==> src/rtl/snn_layer.sv <==
// Time-multiplexed fully-connected integrate-and-fire layer with run-time weights.
// Optional leak on non-firing membranes when SPIKER_LEAK_EN is defined.
module snn_layer #(
    parameter int unsigned N_IN       = 4,
    parameter int unsigned N_OUT      = 2,
    parameter int unsigned W_W        = 8,
    parameter int unsigned V_W        = 12,
    parameter int unsigned THRESH     = 64,
    parameter int unsigned N_CYCLES   = 10,
    parameter int unsigned CNT_W      = 5,
    parameter int unsigned LEAK_SHIFT = 4
) (
    input  logic                               clk,
    input  logic                               rst_n,
    input  logic                               start,
    output logic                               ready,
    output logic                               sample,
    input  logic                               sample_ready,
    input  logic [N_IN-1:0]                    in_spikes,
    output logic [N_OUT-1:0]                   out_spikes,
    output logic                               out_valid,
    output logic                               done,
    input  logic                               w_we,
    input  logic [$clog2(N_IN*N_OUT)-1:0]      w_addr,
    input  logic signed [W_W-1:0]              w_data
);

    localparam int unsigned NW = N_IN * N_OUT;
    localparam int unsigned AW = $clog2(N_IN * N_OUT);
    localparam int unsigned IW = (N_IN > 1) ? $clog2(N_IN) : 1;

    localparam logic signed [V_W-1:0] V_MAX = {1'b0, {(V_W-1){1'b1}}};
    localparam logic signed [V_W-1:0] V_MIN = {1'b1, {(V_W-1){1'b0}}};
    localparam logic signed [V_W-1:0] THR   = V_W'(THRESH);
    localparam logic [CNT_W-1:0]      LAST_STEP = CNT_W'(N_CYCLES - 1);
    localparam logic [IW-1:0]         LAST_IDX  = IW'(N_IN - 1);

    if (V_W <= W_W || THRESH == 0 || THRESH >= (1 << (V_W - 1)) ||
        (1 << CNT_W) <= N_CYCLES || LEAK_SHIFT >= V_W) begin : g_param_check
        $error("snn_layer: illegal parameter combination");
    end

    typedef enum logic [2:0] {S_INIT, S_IDLE, S_REQ, S_WAIT, S_ACC, S_FIRE} state_e;

    state_e                   state_q, state_d;
    logic                     ready_q, ready_d;
    logic                     sample_q, sample_d;
    logic [N_OUT-1:0]         out_spikes_q, out_spikes_d;
    logic                     out_valid_q, out_valid_d;
    logic                     done_q, done_d;
    logic [CNT_W-1:0]         step_q, step_d;
    logic [IW-1:0]            idx_q, idx_d;
    logic [N_IN-1:0]          in_q, in_d;
    logic signed [V_W-1:0]    v_q [N_OUT];
    logic signed [V_W-1:0]    v_d [N_OUT];
    logic signed [W_W-1:0]    w_q [NW];
    logic signed [W_W-1:0]    w_d [NW];
    logic signed [V_W-1:0]    acc_c [N_OUT];
    logic                     addr_ok_c;

    // Out-of-range addresses can only exist when NW is not a power of two.
    if (NW == (1 << AW)) begin : g_addr_full
        assign addr_ok_c = 1'b1;
    end else begin : g_addr_part
        assign addr_ok_c = (w_addr < AW'(NW));
    end

    function automatic logic signed [V_W-1:0] sat_add(input logic signed [V_W-1:0] a,
                                                      input logic signed [W_W-1:0] b);
        logic signed [V_W:0] s;
        s = (V_W+1)'(a) + (V_W+1)'(b);
        if (s[V_W] != s[V_W-1]) return s[V_W] ? V_MIN : V_MAX;
        return s[V_W-1:0];
    endfunction

    // Membrane values after adding the current input's weights (if that input spiked).
    always_comb begin : acc_comb
        for (int j = 0; j < N_OUT; j++) begin
            acc_c[j] = v_q[j];
            if (in_q[idx_q]) acc_c[j] = sat_add(v_q[j], w_q[AW'(int'(idx_q) * N_OUT + j)]);
        end
    end

    always_comb begin : next_comb
        state_d      = state_q;
        out_spikes_d = out_spikes_q;
        out_valid_d  = 1'b0;
        done_d       = 1'b0;
        step_d       = step_q;
        idx_d        = idx_q;
        in_d         = in_q;
        v_d          = v_q;
        w_d          = w_q;

        if (state_q == S_IDLE && w_we && addr_ok_c) w_d[w_addr] = w_data;

        case (state_q)
            S_INIT: state_d = S_IDLE;
            S_IDLE: begin
                if (start) begin
                    for (int j = 0; j < N_OUT; j++) v_d[j] = '0;
                    out_spikes_d = '0;
                    step_d       = '0;
                    state_d      = S_REQ;
                end
            end
            S_REQ:  state_d = S_WAIT;
            S_WAIT: begin
                if (sample_ready) begin
                    in_d    = in_spikes;
                    idx_d   = '0;
                    state_d = S_ACC;
                end
            end
            S_ACC: begin
                if (idx_q == LAST_IDX) begin
                    // Threshold decision folded into the last accumulate so spikes show during FIRE.
                    for (int j = 0; j < N_OUT; j++) begin
                        if (acc_c[j] >= THR) begin
                            out_spikes_d[j] = 1'b1;
                            v_d[j]          = '0;
                        end else begin
                            out_spikes_d[j] = 1'b0;
`ifdef SPIKER_LEAK_EN
                            v_d[j]          = acc_c[j] - (acc_c[j] >>> LEAK_SHIFT);
`else
                            v_d[j]          = acc_c[j];
`endif
                        end
                    end
                    out_valid_d = 1'b1;
                    done_d      = (step_q == LAST_STEP);
                    state_d     = S_FIRE;
                end else begin
                    v_d   = acc_c;
                    idx_d = idx_q + IW'(1);
                end
            end
            S_FIRE: begin
                if (step_q == LAST_STEP) begin
                    state_d = S_IDLE;
                end else begin
                    step_d  = step_q + CNT_W'(1);
                    state_d = S_REQ;
                end
            end
            default: state_d = S_INIT;
        endcase

        ready_d  = (state_d == S_IDLE);
        sample_d = (state_d == S_REQ);
    end

    always_ff @(posedge clk or negedge rst_n) begin : state_ff
        if (!rst_n) begin
            state_q      <= S_INIT;
            ready_q      <= 1'b0;
            sample_q     <= 1'b0;
            out_spikes_q <= '0;
            out_valid_q  <= 1'b0;
            done_q       <= 1'b0;
            step_q       <= '0;
            idx_q        <= '0;
            in_q         <= '0;
            for (int j = 0; j < N_OUT; j++) v_q[j] <= '0;
            for (int k = 0; k < NW; k++) w_q[k] <= '0;
        end else begin
            state_q      <= state_d;
            ready_q      <= ready_d;
            sample_q     <= sample_d;
            out_spikes_q <= out_spikes_d;
            out_valid_q  <= out_valid_d;
            done_q       <= done_d;
            step_q       <= step_d;
            idx_q        <= idx_d;
            in_q         <= in_d;
            v_q          <= v_d;
            w_q          <= w_d;
        end
    end

    assign ready      = ready_q;
    assign sample     = sample_q;
    assign out_spikes = out_spikes_q;
    assign out_valid  = out_valid_q;
    assign done       = done_q;

endmodule

==> config.mk <==
export PLATFORM = sky130hd
export DESIGN_NAME = snn_layer
export DESIGN_NICKNAME = d
export VERILOG_FILES = /design/src/rtl/snn_layer.sv
export SDC_FILE = /design/constraint.sdc
export NUM_CORES = 1
export LEC_CHECK = 0
export CORE_MARGIN = 2
export CORE_UTILIZATION = 50
export CTS_CLUSTER_SIZE = 25
export DETAILED_ROUTE_END_ITERATION = 8
export PLACE_DENSITY_LB_ADDON = 0.3
export SYNTH_ARGS = -nofsm -noshare
export SYNTH_HDL_FRONTEND = slang
export SYNTH_SLANG_ARGS = --single-unit
==> constraint.sdc <==
create_clock -name clk -period 6.6 [get_ports clk]
set_clock_uncertainty 0.05 [all_clocks]
set_input_delay 1.32 -clock clk [delete_from_list [all_inputs] [get_ports clk]]
set_output_delay 1.32 -clock clk [all_outputs]
set_load 0.005 [all_outputs]
# Word level (Yosys, flattened, before mapping)
# Cells that the tools add are included.
dict set report totals {
  register_bits 108
  latch_bits 0
  ramBits 0
  romBits 0
  inputBits 20
  output_inout_bits 6
  mem_count 0
}
dict set report classes {
  n_addsub 5
  multipliers 0
  div 0
  n_lt_le_gt_ge 7
  eq_ne 16
  n_shift 0
  n_mux 48
  bitwise_logic 3
  n_reduce_logical 11
}
# cell n
set op_table {}
lappend op_table {{$mux W12} 10}
lappend op_table {{$bwmux W64} 1}
lappend op_table {{$bmux W8 S3} 2}
lappend op_table {{$mux W24} 2}
lappend op_table {{$pmux W24 S2} 1}
lappend op_table {{$mux W8} 5}
lappend op_table {{$add A12 B8 Y13} 2}
lappend op_table {{$demux W8 S3} 1}
lappend op_table {{$ge A12 B8 Y1 const B} 2}
lappend op_table {{$pmux W3 S6} 1}
lappend op_table {{$ge A4 B4 Y1 const B} 3}
lappend op_table {{$not A3 Y4} 3}
lappend op_table {{$mux W1} 11}
lappend op_table {{$mux W2} 5}
lappend op_table {{$mux W5} 2}
lappend op_table {{$ne A2 B2 Y1 const B} 5}
lappend op_table {{$pmux W5 S2} 1}
lappend op_table {{$eq A3 B2 Y1 const B} 3}
lappend op_table {{$mux W3} 3}
lappend op_table {{$reduce_and A3 Y1} 3}
lappend op_table {{$pmux W2 S2} 2}
lappend op_table {{$eq A3 B1 Y1 const B} 2}
lappend op_table {{$eq A3 B3 Y1 const B} 2}
lappend op_table {{$reduce_bool A2 Y1} 3}
lappend op_table {{12 further kinds} 15}

# Depth between registers and ports, before layout
dict set report depth {
  word_depth 15
  mapped_depth 20
}

# Worst setup path after synthesis
# Ideal clock, no wire load.
dict set report synth_path {
  path_type {register -> register}
  start {reg idx_q[0]}
  end {reg v_q[14] in the netlist's numbering}
  arrival_time_ns 5.023
  required_ns 6.449
  path_slack_ns 1.426
  stages_incl_launch_ff 20
  path_buffers 4
  cell_sequence {dfrtp_1 clkbuf_2 buf_1 mux4_2 ha_1 a21oi_1 o21ai_1 a221oi_1 o21bai_1 a21oi_1 xnor2_1 ha_1 clkbuf_1 buf_1 nor3b_1 nor3_1 o211ai_1 o2111ai_4 a41oi_4 o32ai_1}
}
dict set report synth_via {
  elab_chain_cells 14
}
# element line
set synth_lines {}
lappend synth_lines {{start: declaration} 52} ;# logic [IW-1:0] idx_q, idx_d;
lappend synth_lines {{start signal: assignment} 175} ;# idx_q <= idx_d;
lappend synth_lines {{$not A3 Y4 (not written as such)} 80} ;# if (in_q[idx_q]) acc_c[j] = sat_add(v_q[j], w_q[AW'(int'(idx_q) * N_OUT + j)]);
lappend synth_lines {{$bmux W8 S3} 80}
lappend synth_lines {{$mux W8 (not written as such) (2 in series)} 80}
lappend synth_lines {{$add A12 B8 Y13} 71} ;# s = (V_W+1)'(a) + (V_W+1)'(b);
lappend synth_lines {{$ne A1 B1 Y1} 72} ;# if (s[V_W] != s[V_W-1]) return s[V_W] ? V_MIN : V_MAX;
lappend synth_lines {{$mux W1} 72}
lappend synth_lines {{$mux W1} 80}
lappend synth_lines {{$mux W12} 73} ;# return s[V_W-1:0];
lappend synth_lines {{$mux W12} 80}
lappend synth_lines {{$ge A12 B8 Y1} 119} ;# if (acc_c[j] >= THR) begin
lappend synth_lines {{$mux W12} 119}
lappend synth_lines {{$mux W24 *} 116} ;# if (idx_q == LAST_IDX) begin
lappend synth_lines {{$pmux W24 S2 *} 97} ;# case (state_q)
lappend synth_lines {{end signal: assignment} 177} ;# v_q <= v_d;
lappend synth_lines {{end: declaration} 54} ;# logic signed [V_W-1:0] v_q [N_OUT];
# Mark *: on every way between the ends. The rest lies on a longest branch, timed or not. The select of a mux whose other input is x is not followed.
# A chain may end at the register's enable or synchronous reset.

# Final worst setup path
dict set report layout_path {
  start {reg idx_q[0]}
  end {reg v_q[17] in the netlist's numbering}
}
# The elaborated chain is that of the path after synthesis.

==> flow_summary.toml <==
[sta]
final_max_slew_viol_count = 0
fin_crit_sh_pct = 88.07
tightest_slew_ns = 1.184
max_slew_margin_pct = 20.89
post-route-min-period_ns = 5.812
finalSetupViolations = 0
fin_setup_tns_ns = 0
rsz0062_at_grt = "false"
final-hold-violation-count = 0
fmax_ghz = 0.1720

[floorplanning]
initial_core_util_pct = 50.97
io_pins = 26
fp.dieW_um = 117.0
dieHeight_um = 117.0
core_area_um2 = 12520
num_rows = 41
dieArea_um2 = 13680

[setup_path]
critPathRequiredTime_ns = 6.76
cp-end-kind = "flop"
r2r_start = "idx_q[0]"
reg2reg_depth = 16
critPathArrivalTime_ns = 5.97
startpoint = "idx_q[0]"
timing.critical_path.buf_inv = 1
critPathMaxStageDelay_ns = 0.77
setup.worst_path.start_class = "flop"
crit_chain = "mux4_1, ha_1, a211oi_1, o21bai_1, a221oi_1, o21bai_1, a21oi_1, xnor2_1, ha_1, inv_1, a41oi_1, o211ai_1, o2111ai_1, nand4_2, a41oi_4, o32ai_1"
r2r_slack_ns = 0.79
cp_slowest_cell = "dfrtp_1"
cpLargestDelayFamily = "compound AO/OA/AOI/OAI gates"
critPathKind = "flop to flop"
crit_fanout = 21
r2r_end = "v_q[17]"

[place]
dp_cells = 751
hpwl_um = 10390
port_buffers = 25
place_congestion = 1.018

[clock_network]
cts-root-buf = "clkbuf_16"
h-tree-depth = 3
post_cts_resized = 0
path_clk_slew_ns = 0.08
clock_sinks = 108
post_cts_buffers = 0
cts_buffers = 9
hold_buffers = 0
cts_tree = "yes"
clock_path_buffers = 2
insertion_delay_ns = 0.35

[synthesis]
ys_ff_latch = 108
synthesis.area_um2 = 6380
synth-edff-count = 0
synth_seq_area_share_pct = 42.36
yosys_warnings = 0
synth_cells = 568
ys.flop_type = "dfrtp_1"
syn_area_per_cell_um2 = 11.23
synth_nets = 621
synth-async-reset-ratio_pct = 100.0
ys_types = 69

[worst_hold_path]
hold_path_end = "out_spikes[0]"
min_from = "out_spikes[0]"
min_path_type = "flop to flop"
whs_path_depth = 1

[drt]
vias = 4731
viasPerCell = 6.168
wl_um = 14480
dr.first_iter.drc_count = 317
drc = 0
antenna_left = 0
firstDrtPassIters = 5
routedWlPerCell_um = 18.88

[cells_and_area]
final_nets = 643
area_delta_synth_final_pct = 11.18
fin_util_pct = 56.67
final_cells = 767
antennaDiodeCount = 0
drive_above_1_share_pct = 19.50

[grt]
first_global_vias = 4656
grtUsageTotal_pct = 22.38
grt_overflow = 0
grt_max_degree = 75
grt_first_pass_wirelength_um = 23810
antenna_found_initial = 0

[flow_run]
drv.max_cap_violation_count = 0

[outcome]
status = "finished clean"
per-layer routing:
layer  share of wire, %  global-route usage, %
met5                  0                      0
met4                2.0                  8.000
met3                4.0                  3.141
met2                 49                  36.88
met1                 46                  30.55
through the flow:
stage	setup WS (ns)	area, um2	hold slack, ns
floorplan	1.426	6380	0.4204
CTS	0.8186	7093	0.4432
detailed placement	0.8743	6788	0.4254
global route	0.3677	7093	0.4745
finish	0.7876	7093	0.4386
global placement	1.033	6788	0.4236
cell families (layout without fill, tap and decap cells):
family	after synthesis	after routing	synth area share [%]
mux	91	91	19.08
buf+inv	47	74	2.922
compound gates	127	127	14.67
xor+xnor	13	13	1.785
simple gates	149	149	12.47
fa+ha+maj	33	33	6.707
flops	108	108	42.36
how the worst max path moves through the flow:
stage	to	slack, ns	cells past startpoint
detailed placement	v_q[17]	0.87	16
global placement	v_q[13]	1.03	16
global route	v_q[17]	0.37	16
floorplan	v_q[14]	1.43	19
finish	v_q[17]	0.79	16
CTS	v_q[17]	0.82	16
synthesized netlist by cell type (4+ instances only):
cell / number / area share, %
nand4_1: 4 / 0.39
ha_1: 31 / 6.1
mux2i_1: 4 / 0.63
nand3_1: 9 / 0.71
xnor2_1: 6 / 0.82
nor3_1: 9 / 0.71
mux2_2: 69 / 12
and2_1: 4 / 0.39
nand2_1: 33 / 1.9
a21oi_1: 25 / 2.0
nand2b_1: 10 / 0.98
dfrtp_1: 108 / 42
clkbuf_1: 11 / 0.65
nor2b_1: 9 / 0.88
o211ai_1: 8 / 0.94
inv_1: 31 / 1.8
nor2_1: 37 / 2.2
and3_1: 6 / 0.59
o22ai_1: 11 / 1.1
or3_1: 5 / 0.49
a21o_1: 11 / 1.3
nor4b_1: 4 / 0.55
o32ai_1: 13 / 1.8
xor2_1: 7 / 0.96
mux4_2: 13 / 4.6
a31oi_1: 5 / 0.49
nand3b_1: 4 / 0.47
o21a_1: 5 / 0.59
o21ai_0: 11 / 0.86
sequential cells by signal, summed over array words and instances (netlist names):
register	cells
w_q	64
v_q	24
step_q	5
in_q	4
state_q	3
idx_q	2
out_spikes	2
done	1
out_valid	1
ready	1
sample	1
layout make-up:
cell class	instances	area (um2)
well taps	172	215.2
flip-flops and latches	108	2703
repair buffers	27	262.8
clock buffers	9	225.2
multi-input cells	413	3491
fillers	1087	5424
inverters	31	116.4
clock inverters	7	80.08
cells in the final DEF (no fill, tap or decap), types with 13 or more instances in the layout:
cell type | Yosys | routed
dfrtp_1 | 108 | 108
mux2_2 | 69 | 69
nor2_1 | 37 | 37
nand2_1 | 33 | 33
inv_1 | 31 | 31
ha_1 | 31 | 31
a21oi_1 | 25 | 25
clkdlybuf4s50_1 | 0 | 24
o32ai_1 | 13 | 13
mux4_2 | 13 | 13
Power is left out: the tool's default activity adds up to more than one toggle a clock period on the data nets, which glitch-free logic cannot reach.
